**src/rtl/motor_controller_multi.sv**
```systemverilog
// NUM_CH H-bridge drivers on one shared PWM timebase, with per-channel dead time and wrap-latched duty.
// Optional MOTOR_RAMP_EN: duty shadow slews by +/-1 per PWM wrap and restarts from 0 on every DEAD/OFF.
module motor_controller_multi #(
  parameter int NUM_CH      = 4,
  parameter int PERIOD_W    = 10,
  parameter int DUTY_W      = 5,
  parameter int DEAD_CYCLES = 500,
  parameter int DEAD_W      = 9
) (
  input  logic                     clk,
  input  logic                     reset_n,
  input  logic [NUM_CH-1:0]        on,
  input  logic [NUM_CH-1:0]        dir,
  input  logic [NUM_CH-1:0]        brake,
  input  logic [NUM_CH*DUTY_W-1:0] duty_cycle,
  output logic [NUM_CH*4-1:0]      out,
  output logic [NUM_CH-1:0]        dead_active,
  output logic                     pwm_wrap
);

  localparam logic [1:0] ST_OFF   = 2'd0;
  localparam logic [1:0] ST_DEAD  = 2'd1;
  localparam logic [1:0] ST_DRIVE = 2'd2;

  localparam logic [1:0] MD_COAST = 2'd0;
  localparam logic [1:0] MD_FWD   = 2'd1;
  localparam logic [1:0] MD_REV   = 2'd2;
  localparam logic [1:0] MD_BRAKE = 2'd3;

  localparam logic [DEAD_W-1:0] DEAD_LAST = DEAD_W'(DEAD_CYCLES - 1);

  logic [PERIOD_W-1:0] pwm_cnt_q;
  logic [PERIOD_W-1:0] pwm_cnt_d;
  logic                pwm_wrap_q;
  logic                wrap_edge_s;

  assign pwm_cnt_d   = pwm_cnt_q + PERIOD_W'(1);
  assign wrap_edge_s = &pwm_cnt_q;
  assign pwm_wrap    = pwm_wrap_q;

  // Shared free-running timebase and its registered wrap pulse.
  always_ff @(posedge clk or negedge reset_n) begin
    if (!reset_n) begin
      pwm_cnt_q  <= {PERIOD_W{1'b0}};
      pwm_wrap_q <= 1'b0;
    end else begin
      pwm_cnt_q  <= pwm_cnt_d;
      pwm_wrap_q <= wrap_edge_s;
    end
  end

  for (genvar g = 0; g < NUM_CH; g++) begin : gen_ch
    logic [1:0]        state_q, state_d;
    logic [1:0]        mode_q, mode_s;
    logic [DEAD_W-1:0] dead_cnt_q, dead_cnt_d;
    logic [DUTY_W-1:0] duty_sh_q, duty_sh_d;
    logic [DUTY_W-1:0] duty_tgt_s;
    logic [3:0]        out_q, out_d, pattern_s;
    logic              dead_active_q;
    logic              pwm_on_s;

    assign duty_tgt_s = duty_cycle[g*DUTY_W +: DUTY_W];

    // Requested mode; brake overrides on and dir.
    always_comb begin
      if (brake[g]) begin
        mode_s = MD_BRAKE;
      end else if (on[g]) begin
        mode_s = dir[g] ? MD_FWD : MD_REV;
      end else begin
        mode_s = MD_COAST;
      end
    end

    // OFF/DEAD/DRIVE sequencing; any change of non-coast mode restarts the dead count.
    always_comb begin
      state_d    = state_q;
      dead_cnt_d = dead_cnt_q;
      case (state_q)
        ST_OFF: begin
          if (mode_s != MD_COAST) begin
            state_d    = ST_DEAD;
            dead_cnt_d = {DEAD_W{1'b0}};
          end else begin
            state_d    = ST_OFF;
          end
        end
        ST_DEAD: begin
          if (mode_s == MD_COAST) begin
            state_d    = ST_OFF;
            dead_cnt_d = {DEAD_W{1'b0}};
          end else if (mode_s != mode_q) begin
            dead_cnt_d = {DEAD_W{1'b0}};
          end else if (dead_cnt_q == DEAD_LAST) begin
            state_d    = ST_DRIVE;
            dead_cnt_d = {DEAD_W{1'b0}};
          end else begin
            dead_cnt_d = dead_cnt_q + DEAD_W'(1);
          end
        end
        ST_DRIVE: begin
          if (mode_s == MD_COAST) begin
            state_d = ST_OFF;
          end else if (mode_s != mode_q) begin
            state_d    = ST_DEAD;
            dead_cnt_d = {DEAD_W{1'b0}};
          end else begin
            state_d = ST_DRIVE;
          end
        end
        default: begin
          state_d    = ST_OFF;
          dead_cnt_d = {DEAD_W{1'b0}};
        end
      endcase
    end

    // Duty shadow only changes at the period wrap, so a running period never glitches.
    always_comb begin
`ifdef MOTOR_RAMP_EN
      if (state_d != ST_DRIVE) begin
        duty_sh_d = {DUTY_W{1'b0}};
      end else if (wrap_edge_s && (duty_sh_q < duty_tgt_s)) begin
        duty_sh_d = duty_sh_q + DUTY_W'(1);
      end else if (wrap_edge_s && (duty_sh_q > duty_tgt_s)) begin
        duty_sh_d = duty_sh_q - DUTY_W'(1);
      end else begin
        duty_sh_d = duty_sh_q;
      end
`else
      if (wrap_edge_s) begin
        duty_sh_d = duty_tgt_s;
      end else begin
        duty_sh_d = duty_sh_q;
      end
`endif
    end

    // Gate pattern for the next cycle, compared against the counter value that cycle will hold.
    always_comb begin
      case (mode_s)
        MD_FWD:   pattern_s = 4'b1001;
        MD_REV:   pattern_s = 4'b0110;
        MD_BRAKE: pattern_s = 4'b0101;
        default:  pattern_s = 4'b0000;
      endcase
      pwm_on_s = (pwm_cnt_d < PERIOD_W'(duty_sh_d));
      if ((state_d == ST_DRIVE) && ((mode_s == MD_BRAKE) || pwm_on_s)) begin
        out_d = pattern_s;
      end else begin
        out_d = 4'b0000;
      end
    end

    // Channel state and registered gate outputs.
    always_ff @(posedge clk or negedge reset_n) begin
      if (!reset_n) begin
        state_q       <= ST_OFF;
        mode_q        <= MD_COAST;
        dead_cnt_q    <= {DEAD_W{1'b0}};
        duty_sh_q     <= {DUTY_W{1'b0}};
        out_q         <= 4'b0000;
        dead_active_q <= 1'b0;
      end else begin
        state_q       <= state_d;
        mode_q        <= mode_s;
        dead_cnt_q    <= dead_cnt_d;
        duty_sh_q     <= duty_sh_d;
        out_q         <= out_d;
        dead_active_q <= (state_d == ST_DEAD);
      end
    end

    assign out[g*4 +: 4] = out_q;
    assign dead_active[g] = dead_active_q;
  end

endmodule

```
**config.mk**
```make
export PLATFORM = sky130hd
export DESIGN_NAME = motor_controller_multi
export DESIGN_NICKNAME = d
export VERILOG_FILES = /design/src/rtl/motor_controller_multi.sv
export SDC_FILE = /design/constraint.sdc
export NUM_CORES = 1
export LEC_CHECK = 0
export CORE_UTILIZATION = 60
export CTS_BUF_LIST = sky130_fd_sc_hd__clkbuf_4 sky130_fd_sc_hd__clkbuf_8
export DETAILED_ROUTE_END_ITERATION = 16
export PLACE_DENSITY = 0.95
export SLEW_MARGIN = 10
export SYNTH_ARGS = -nofsm -noshare
export SYNTH_HDL_FRONTEND = slang
export SYNTH_SLANG_ARGS = --single-unit
export TNS_END_PERCENT = 20
```
**constraint.sdc**
```tcl
create_clock -name clk -period 5.9 [get_ports clk]
set_clock_uncertainty 0.15 [all_clocks]
set_input_delay 1.77 -clock clk [delete_from_list [all_inputs] [get_ports clk]]
set_output_delay 1.77 -clock clk [all_outputs]
set_load 0.005 [all_outputs]
```
Word level (Yosys, flattened, before mapping) --
Cells that the tools add are included.
Storage, ports and cells: flip-flop bits (word level) 103, bits of input ports 34, output and inout bits 21, logic and storage cells 188
Cells by class: add/sub/neg operators 5, magnitude comparators 4, eq/ne operators 48, multiplexer cells 80, reduce and logical (&&, ||, !) cells 25
Operators by type and width (number):
- two-way mux 9 bit | 24
- case mux 9 bit (3 select lines) | 4
- two-way mux 2 bit | 32
- case mux 4 bit (3 select lines) | 4
- less-than comparator 10 x 5 -> 1 bit | 4
- adder 9 x 1 -> 9 bit, second input constant | 4
- == test 9 bit, second input constant | 4
- == test 2 bit, second input constant | 16
- == test 2 x 1 -> 1 bit, second input constant | 12
- != test 2 bit, second input constant | 12
- case mux 2 bit (3 select lines) | 4
- two-way mux 5 bit | 4
- logical NOT 2 bit | 8
- two-way mux 4 bit | 4
- AND reduction 3 bit | 4
- adder 10 x 1 -> 10 bit, second input constant | 1
- AND reduction 10 bit | 1
- != test 2 bit | 4
- nonzero test 2 bit | 4
- logical AND 1 bit | 4
- logical OR 1 bit | 4
- two-way mux 1 bit | 4

Logic depth before layout (Yosys ltp) --
Gate-level depths: netlist of run 1.
depth after elaboration 10, gate-level depth with buffers 12, mapped depth without buffers 10

Worst setup path after synthesis of run 1 --
OpenSTA, ideal clock, no wires.
path kind input -> register, start in dir[2], end reg gen_ch[2].dead_cnt_q[7], setup time 131 ps, data arrival time 3120 ps, required time 5619 ps, setup slack 2499 ps, stages on the path 6, path buffers 1, cell sequence or3b_1 a21o_1 a211oi_4 buf_6 mux2i_1 a21oi_2
Between the ends: word-level cells in the longest chain between the ends 7
Ends and longest elaborated chain:
- start: declaration | line 13 | input logic [NUM_CH-1:0] dir,
- two-way mux 2 bit * | line 69 | mode_s = dir[g] ? MD_FWD : MD_REV;
- two-way mux 2 bit * | line 68 | end else if (on[g]) begin
- two-way mux 2 bit * | line 66 | if (brake[g]) begin
- != test 2 bit | line 92, 104
- two-way mux 9 bit | line 92 | end else if (mode_s != mode_q) begin
- two-way mux 9 bit | line 89 | if (mode_s == MD_COAST) begin
- case mux 9 bit (3 select lines) | line 79 | case (state_q)
- end signal: assignment | line 160 | dead_cnt_q <= {DEAD_W{1'b0}};
- end signal: assignment | line 167 | dead_cnt_q <= dead_cnt_d;
- end: declaration | line 55 | logic [DEAD_W-1:0] dead_cnt_q, dead_cnt_d;
Mark *: on every way between the ends. The rest lies on a longest branch, timed or not. A chain may end at the register's enable or synchronous reset.

Final worst setup path of run 1 --
start reg pwm_cnt_q[0], end reg gen_ch[2].out_q[2]
Between the ends: word-level cells in the longest chain between the ends 6
Ends and longest elaborated chain:
- start: declaration | line 32 | logic [PERIOD_W-1:0] pwm_cnt_q;
- start signal: assignment | line 44 | pwm_cnt_q <= {PERIOD_W{1'b0}};
- start signal: assignment | line 47 | pwm_cnt_q <= pwm_cnt_d;
- parallel branches: the longest is 2 deep, another holds adder 10 x 1 -> 10 bit
- less-than comparator 10 x 5 -> 1 bit * | line 147 | pwm_on_s = (pwm_cnt_d < PERIOD_W'(duty_sh_d));
- logical OR 1 bit * | line 148 | if ((state_d == ST_DRIVE) && ((mode_s == MD_BRAKE) || pwm_on_s)) begin
- logical AND 1 bit * | line 148
- two-way mux 4 bit * | line 148
- via gen_ch[2].out_d[2] | line 58 | logic [3:0] out_q, out_d, pattern_s;
- end signal: assignment | line 169 | out_q <= out_d;
- end: declaration | line 58
Mark *: on every way through the listed nets, which the timed path passes.

==> run summary, run 1 <==
The final setup violation count came out at 0. Synthesis produced a netlist with a net count of 580. The number of nets in the finished design came out at 631. The post-place setup slack is 1.432 ns. The type of the most critical hold path is reg -> reg. The worst slack on hold paths is 0.3371 ns. Yosys mapped a number of flops with a built-in enable equal to 0.

The total standard cell area after synthesis is 5450 µm². A synthesized cell averages 10.38 µm². The flow ran to the end, and the final reports show no timing, DRC or antenna violations. The initial antenna violation count is 0. The fmax came out at 259.0 MHz. The number of buffers added for setup after CTS came out at 0. The site row count is 34. The tool flagged a number of max-cap violations equal to 0. The first global-routing pass estimated 20.16 mm of wire.

The CTS buffer count is 9. The share of async-settable or async-resettable flops after synthesis came out at 1.000. The post-synthesis cell count is 525. The total wirelength of the detailed-routed design came out at 12.13 mm. The launching point of the worst reg2reg path is pwm_cnt_q[0]$_DFF_PN0_.

The count of nets left with antenna violations after detail routing is 0. Summing all non-filler instances in the final layout gives an area of 6274 µm². The region available for standard cell placement spans 8763 µm². The layout-stage area growth over the synthesis result is 15.11%.

The clock sink count came out at 103. The detailed router's first-iteration violation count is 227. The path with the worst hold slack has its endpoint at gen_ch[0].dead_cnt_q[7]$_DFFE_PN0P_.

The element type at the critical path start is a register. The global placement routability congestion is 0.8690. The least setup slack across all paths after layout is 2.039 ns. TritonCTS built the clock tree.

After clock tree synthesis, the clock-pin slew on the worst setup and hold paths is 0.10 ns. The I/O pin total is 55. The required arrival time at the worst endpoint is 6.01 ns. Of the available clock period, the critical path in the final layout requires 0.6544. The worst-path maximum fanout came out at 17. The maximum number of buffers from clock root to sink is 2. The max-slew headroom at the worst pin is 0.4185. The initial core utilization came out at 0.6219.

The data arrival time of the worst path is 3.97 ns. The area of the multi-input gates is 2631 µm². The floorplan step set the die width to 97.31 µm. The proportion of synthesized chip area in sequential cells came out at 0.4729. The start-to-end type of the worst setup path is reg -> reg.

STA classifies the critical path endpoint as a register. The total via count after detailed routing is 4423. After synthesis, the most frequently instantiated cells are dfrtp_1, inv_1, nand2_1. The average routed wire per standard cell is 17.61 µm. The total negative slack is 0 ns. The detailed-router iteration count before antenna repair is 5. The height of the die is 97.31 µm. The total of hold buffers inserted after clock tree synthesis came out at 0. The total power consumption of the routed design is 1.327 mW. The number of placed instances, taps included, is 673. The post-placement cell area is 6042 µm². For this run, the leading register cell type out of synthesis is dfrtp_1. Dividing the detail-routed via count by the number of cells gives 6.419. Yosys instantiated no cell more often than dfrtp_1. The share of synthesized area in the top cell type comes to 0.4729. The warning count from the yosys run is 0. The pin count of the biggest net entering global routing is 64. Yosys mapped the design onto 71 distinct sky130hd cell types. After global routing the overflow that remains totals 0. The worst hold path startpoint is gen_ch[0].dead_cnt_q[7]$_DFFE_PN0P_. The maximum level of the CTS H-tree came out at 3. The worst hold path stage count is 1. The area of the die is 9469 µm². The setup slack of the worst register-to-register path came out at 2.04 ns. The number of global-route vias before repair came to 4344. The count of non-filler cells in the finished layout is 689.

The worst register-to-register path ends at gen_ch[2].out_q[2]$_DFF_PN0_. Measured in cells, the most critical reg-to-reg path has a length of 11. The largest area contributor in the synthesized netlist is dfrtp_1.

The total of flip-flops plus latches after synthesis is 103. The clock insertion delay at the later pin of the skew report is 0.37 ns. The HPWL after detailed placement came out at 8.477 mm. CTS placed an instance of clkbuf_8 at the clock tree root. The area occupied by registers came out at 2577 µm².

The count of endpoints failing hold in the final timing report came to 0. For this run, the share of the core covered by cells in the final layout is 0.7159. In the routed design, unresolved DRC markers number 0. Setup repair after global routing left no endpoint under its margin. The actual slew at the worst max-slew pin came out at 0.8723 ns. The share of layout cells above drive strength 1 came out at 0.07745. The number of resized instances in the post-cts repair step came out at 0. The number of I/O port buffers is 54. Counting the fill cells in the layout gives 588. The shortest period the worst path allows came out at 3.861 ns. In the global route stage, overall resource usage came out at 0.2642. The total inserted antenna cells came out at 0.

Yosys attributes the largest share of cell area to dfrtp_1, ha_1, mux2i_1, nand3_1, inv_1. The worst voltage drop across the vdd grid came out at 144.9 µV. In this run the static leakage power is 2.781 nW. The number of pins with negative max-slew slack in the final report is 0. For this design the ratio of total power to cell area is 211.5 nW/µm².
per-layer routing:
layer,global-route usage,vias to the layer above,part of all wire
met1,0.3312,2188,0.42
met5,0,-,0
li1,-,2049,-
met2,0.4502,151,0.50
met3,0.04748,35,0.049
met4,0.1154,0,0.032
logic make-up after synthesis:
| logic type | count (synthesis) | share of synthesized area |
|---|---|---|
| AOI/OAI and AO/OA | 141 | 0.1853 |
| xor gates and xnor gates | 12 | 0.01928 |
| adders and majority gates | 21 | 0.04821 |
| buffers and inverters | 55 | 0.04523 |
| DFF | 103 | 0.4729 |
| muxes | 27 | 0.05096 |
| and+or+nand+nor | 166 | 0.1781 |
registers in the layout (all words and copies together) (netlist names):
| register | flops |
|---|---|
| gen_ch.dead_cnt_q | 36 |
| gen_ch.out_q | 16 |
| gen_ch.dead_active_q | 4 |
| pwm_cnt_q | 10 |
| pwm_wrap | 1 |
| gen_ch.mode_q | 8 |
| gen_ch.state_q | 8 |
| gen_ch.duty_sh_q | 20 |
critical path, cell delays in order (launching register included):
cell	delay, ns
dfrtp_1	0.44
ha_1	0.27
nand3_1	0.18
nor3_4	0.50
buf_4	0.36
mux2i_1	0.31
ha_1	0.30
a21o_1	0.18
a211oi_1	0.33
nor3b_1	0.24
a22oi_1	0.16
o41ai_1	0.32
how the worst max path moves through the flow:
| stage | from | to | slack, ns | cells after the start |
|---|---|---|---|---|
| finish | pwm_cnt_q[0]$_DFF_PN0_ | gen_ch[2].out_q[2]$_DFF_PN0_ | 2.04 | 11 |
| global placement | dir[3] | gen_ch[3].dead_cnt_q[6]$_DFFE_PN0P_ | 1.71 | 6 |
| global route | pwm_cnt_q[0]$_DFF_PN0_ | gen_ch[2].out_q[2]$_DFF_PN0_ | 1.75 | 11 |
| CTS | on[3] | gen_ch[3].dead_cnt_q[7]$_DFFE_PN0P_ | 1.79 | 6 |
| floorplan | dir[2] | gen_ch[2].dead_cnt_q[7]$_DFFE_PN0P_ | 2.50 | 6 |
| detailed placement | on[3] | gen_ch[3].dead_cnt_q[6]$_DFFE_PN0P_ | 1.43 | 6 |
cell type report:
cell class,count,area share
Clock buffer,11,0.02314
Tap cell,108,0.02154
Sequential cell,103,0.4108
Clock inverter,5,0.01296
Inverter,38,0.02274
Multi-Input combinational cell,367,0.4194
Timing Repair Buffer,57,0.08935
where the power goes:
group          internal, mW  leakage (nW)  switching, mW
Clock                 0.255         0.113          0.239
Combinational        0.0458          1.30         0.0593
Sequential            0.716          1.37         0.0118
Total                  1.02          2.78          0.310
cells in the final DEF (no fill, tap or decap), drive strengths merged, types with 5 or more instances in the layout:
master / count
mux2i: 21
a22o: 5
clkdlybuf4s50: 53
a21o: 11
nor2: 13
nor3: 14
nor3b: 5
o31ai: 9
nand4: 5
ha: 21
nand3b: 5
a211oi: 8
xnor2: 7
mux2: 6
nor2b: 6
nand2: 33
nand2b: 10
inv: 38
nand3: 30
clkbuf: 11
a21oi: 29
o41ai: 6
nor4: 5
xor2: 5
and3: 10
a31oi: 13
dfrtp: 103
o21ai: 26
Power figures use the tool's default switching activity.
==> inputs of run 2 (changes only) <==
--- a/config.mk
+++ b/config.mk
@@ -5,10 +5,10 @@
 export SDC_FILE = /design/constraint.sdc
 export NUM_CORES = 1
 export LEC_CHECK = 0
-export CORE_UTILIZATION = 60
+export CORE_UTILIZATION = 53
 export CTS_BUF_LIST = sky130_fd_sc_hd__clkbuf_4 sky130_fd_sc_hd__clkbuf_8
 export DETAILED_ROUTE_END_ITERATION = 16
-export PLACE_DENSITY = 0.95
+export PLACE_DENSITY = 0.9
 export SLEW_MARGIN = 10
 export SYNTH_ARGS = -nofsm -noshare
 export SYNTH_HDL_FRONTEND = slang
==> constraint.sdc (replaced) <==
create_clock -name clk -period 3.3 [get_ports clk]
set_clock_uncertainty 0.15 [all_clocks]
set_input_delay 0.99 -clock clk [delete_from_list [all_inputs] [get_ports clk]]
set_output_delay 0.99 -clock clk [all_outputs]
set_load 0.005 [all_outputs]
==> run 2 against run 1 <==
Net effect: final area is 3.0% higher; core utilization fell by 6.1 points; global-route usage shrank 1.8 points; combinational power is 90% higher; die area rose by 13%; worst hold slack better by 0.0011 ns; critical path type unchanged; largest cell class unchanged.
==> run summary, run 2 (synthesized netlist as in run 1, its figures left out) <==
The number of DRC violations after detailed routing came to 0 (unchanged). The worst voltage drop across the vdd grid is 201.3 µV (+39%). In this run the critical register-to-register path is launched from pwm_cnt_q[0]$_DFF_PN0_. The detailed router's first-iteration violation count is 168 (-26%).

The worst setup path is launched from a register. The first-pass GRT wire length came out at 20.17 mm (about the same). The I/O pin total is 55 (unchanged). The worst hold path stage count was 1 (unchanged). The number of flip-flops under the largest register name came out at 36 (unchanged). The total via count after detailed routing is 4430 (+0.16%). The library cell used most frequently in the layout, excluding fill and tap cells, is dfrtp_1. TritonCTS built the clock tree. The core footprint came to 9864 µm² (+13%). The part of the cycle the worst path needs came out at 0.9412 (+0.2868). More flip-flops sit in one register than any other, and that register is gen_ch.dead_cnt_q. The number of I/O port buffers was 54 (unchanged). The site row count came to 36 (+5.9%). The area of all placed cells without fillers came out at 6462 µm² (+3.0%). The all-layer global routing usage came out at 0.2463 (-0.01786). In the layout the commonest cells are dfrtp_1, clkdlybuf4s50_1, inv_1. The critical path's top delay family is compound AO/OA/AOI/OAI gates. The run finished with clean final reports.

The signal on the critical path passes through ha_1 -> nand3_1 -> nor3_4 -> buf_12 -> mux2i_2 -> ha_1 -> a21o_1 -> a211oi_2 -> nor3b_1 -> a22oi_1 -> o41ai_1. The least setup slack across all paths after layout is 0.1939 ns (-1.845 ns). Counting stages on the worst path, the most repeated cell is ha_1. The number of global-route vias before repair came out at 4406 (+1.4%). The post-placement cell area came out at 6221 µm² (+3.0%).

The detailed-router iteration count before antenna repair came out at 4 (-1). The pin count of the biggest net entering global routing came out at 44 (-31%). The shortest period the worst path allows is 3.106 ns (-0.7549 ns). The share of layout cells above drive strength 1 came to 0.1135 (+0.03607).

The average routed wire per standard cell is 16.67 µm (-5.4%). The setup slack of the worst register-to-register path is 0.19 ns (-1.85 ns). The number of violations of the max-capacitance limit came out at 0 (unchanged).

The hold path endpoint is gen_ch[0].dead_cnt_q[7]$_DFFE_PN0P_. The worst slack on hold paths is 0.3381 ns (+0.001051 ns). The layout-stage area growth over the synthesis result is 18.57%.

The tightest min-delay check is of the reg -> reg type. The max-slew headroom at the worst pin is 0.5637 (+0.1452). The fmax came to 322.0 MHz (+24%).

The total wirelength of the detailed-routed design came to 12.20 mm (+0.55%). The clock transition at the registers of the reported paths came out at 0.09 ns (about the same). The required arrival time at the worst endpoint is 3.41 ns (-2.60 ns). The worst-path maximum fanout came out at 7 (-10). The actual slew at the worst max-slew pin is 0.6485 ns (-0.2238 ns). The height of the die is 103.4 µm (+6.3%). In the final layout, the registers with the most flip-flops are gen_ch.dead_cnt_q: 36 flops, gen_ch.duty_sh_q: 20 flops, gen_ch.out_q: 16 flops.

The root buffer selected by CTS is clkbuf_8. The worst stage delay on the critical path is 0.42 ns (-0.08 ns). The start-to-end type of the worst setup path is reg -> reg.

The CTS buffer count came to 9 (unchanged). The area of the die came to 10690 µm² (+13%). STA classifies the critical path endpoint as a register.

The count of cell instances traversed by the critical path is 11 (unchanged). The maximum number of buffers from clock root to sink is 2 (unchanged). The count of endpoints failing hold in the final timing report came to 0 (unchanged).

The path depth of the worst reg2reg path is 11 (unchanged). The clock insertion delay at the later pin of the skew report came out at 0.37 ns (about the same). The total power consumption of the routed design came out at 2.295 mW (+73%).

The initial core utilization is 0.5525 (-0.06942). The static power due to leakage is 2.885 nW (+3.7%). The maximum level of the CTS H-tree is 3 (unchanged).

The slowest stage of the critical path belongs to the cell dfrtp_2. The HPWL after detailed placement is 8.921 mm (+5.2%). The startpoint identified for the worst hold timing path is gen_ch[0].dead_cnt_q[7]$_DFFE_PN0P_. The number of filler instances in the final layout came to 713 (+21%). The detailed-route vias per instance came out at 6.052 (-5.7%). The total power per unit cell area came out at 355.2 nW/µm² (+68%).

The count of buffering cells on the critical path with inverters included was 1 (unchanged). The destination of the worst register-to-register timing path is gen_ch[2].out_q[0]$_DFF_PN0_. The count of nets left with antenna violations after detail routing was 0 (unchanged). The aggregate global routing overflow came out at 0 (unchanged). The number of nets in the finished design is 650 (+3.0%). The data arrival time of the worst path was 3.22 ns (-0.75 ns). The post-place setup slack is -0.04372 ns (-1.475 ns).

The number of pins with negative max-slew slack in the final report is 0 (unchanged). The clock sink count is 103 (unchanged). The final setup violation count came out at 0 (unchanged). The global placement routability congestion came out at 0.8216 (-5.5%). Setup repair after global routing could not meet its margin everywhere. The total inserted antenna cells is 0 (unchanged). The initial antenna violation count was 0 (unchanged). The width of the die was 103.4 µm (+6.3%).
run 2: cell count changes in the layout (fill, tap and decap cells not counted), moves of 2 or more:
cell      delta
buf_12       +2
o41ai_2      +2
clkbuf_4     +4
o41ai_1      -2
buf_4       +17
run 2: worst reg2reg max path: stages (launching register included):
cell,delay [ns]
dfrtp_2,0.42
ha_1,0.24
nand3_1,0.15
nor3_4,0.18
buf_12,0.15
mux2i_2,0.24
ha_1,0.29
a21o_1,0.19
a211oi_2,0.26
nor3b_1,0.21
a22oi_1,0.16
o41ai_1,0.34
run 2: worst max path at each step:
stage                      startpoint                            to  slack (ns)
2_1_floorplan  pwm_cnt_q[0]$_DFF_PN0_  gen_ch[2].out_q[2]$_DFF_PN0_        0.09
3_3_place_gp           duty_cycle[13]  gen_ch[2].out_q[2]$_DFF_PN0_        0.17
3_5_place_dp           duty_cycle[13]  gen_ch[2].out_q[0]$_DFF_PN0_       -0.04
4_1_cts        pwm_cnt_q[0]$_DFF_PN0_  gen_ch[0].out_q[0]$_DFF_PN0_        0.08
5_1_grt        pwm_cnt_q[0]$_DFF_PN0_  gen_ch[0].out_q[2]$_DFF_PN0_       -0.02
6_report       pwm_cnt_q[0]$_DFF_PN0_  gen_ch[2].out_q[0]$_DFF_PN0_        0.19
run 2: routing by layer:
layer	wire length [µm]	vias to the layer above	track usage
li1	-	2092	-
met1	5098	2175	0.3103
met2	6329	133	0.4203
met3	449	30	0.03293
met4	322	0	0.1192
met5	0	-	0
run 2: layout make-up:
class / count / area (µm²) / area share
inverters: 38 / 142.6 / 0.02207
multi-input cells: 367 / 2655 / 0.4108
flip-flops and latches: 103 / 2579 / 0.3990
well taps: 133 / 166.4 / 0.02575
clock inverters: 1 / 30.03 / 0.004647
clock buffers: 14 / 161.4 / 0.02498
repair buffers: 76 / 728.2 / 0.1127
run 2: stage by stage:
stage	utilization	setup TNS (ns)	instances
after floorplan	-	0	525
after global placement	0.6306	0	716
after detailed placement	0.6306	-0.05532	716
after CTS	0.6521	0	732
after global routing	0.6551	-0.03871	732
final	0.6551	0	732
run 2: repair_timing:
action,4_1_cts,5_1_grt
endpoints found under the setup margin,1,16
pin swaps,1,2
resized for setup,0,6
buffers inserted,1,0
hold buffers,0,0
run 2: report_power, final:
part           total, mW  internal, mW  switching (mW)  leakage [nW]
sequential          1.30          1.28          0.0200          1.37
clock              0.797         0.390           0.406         0.102
combinational      0.199        0.0915           0.108          1.41
total               2.30          1.76           0.534          2.88
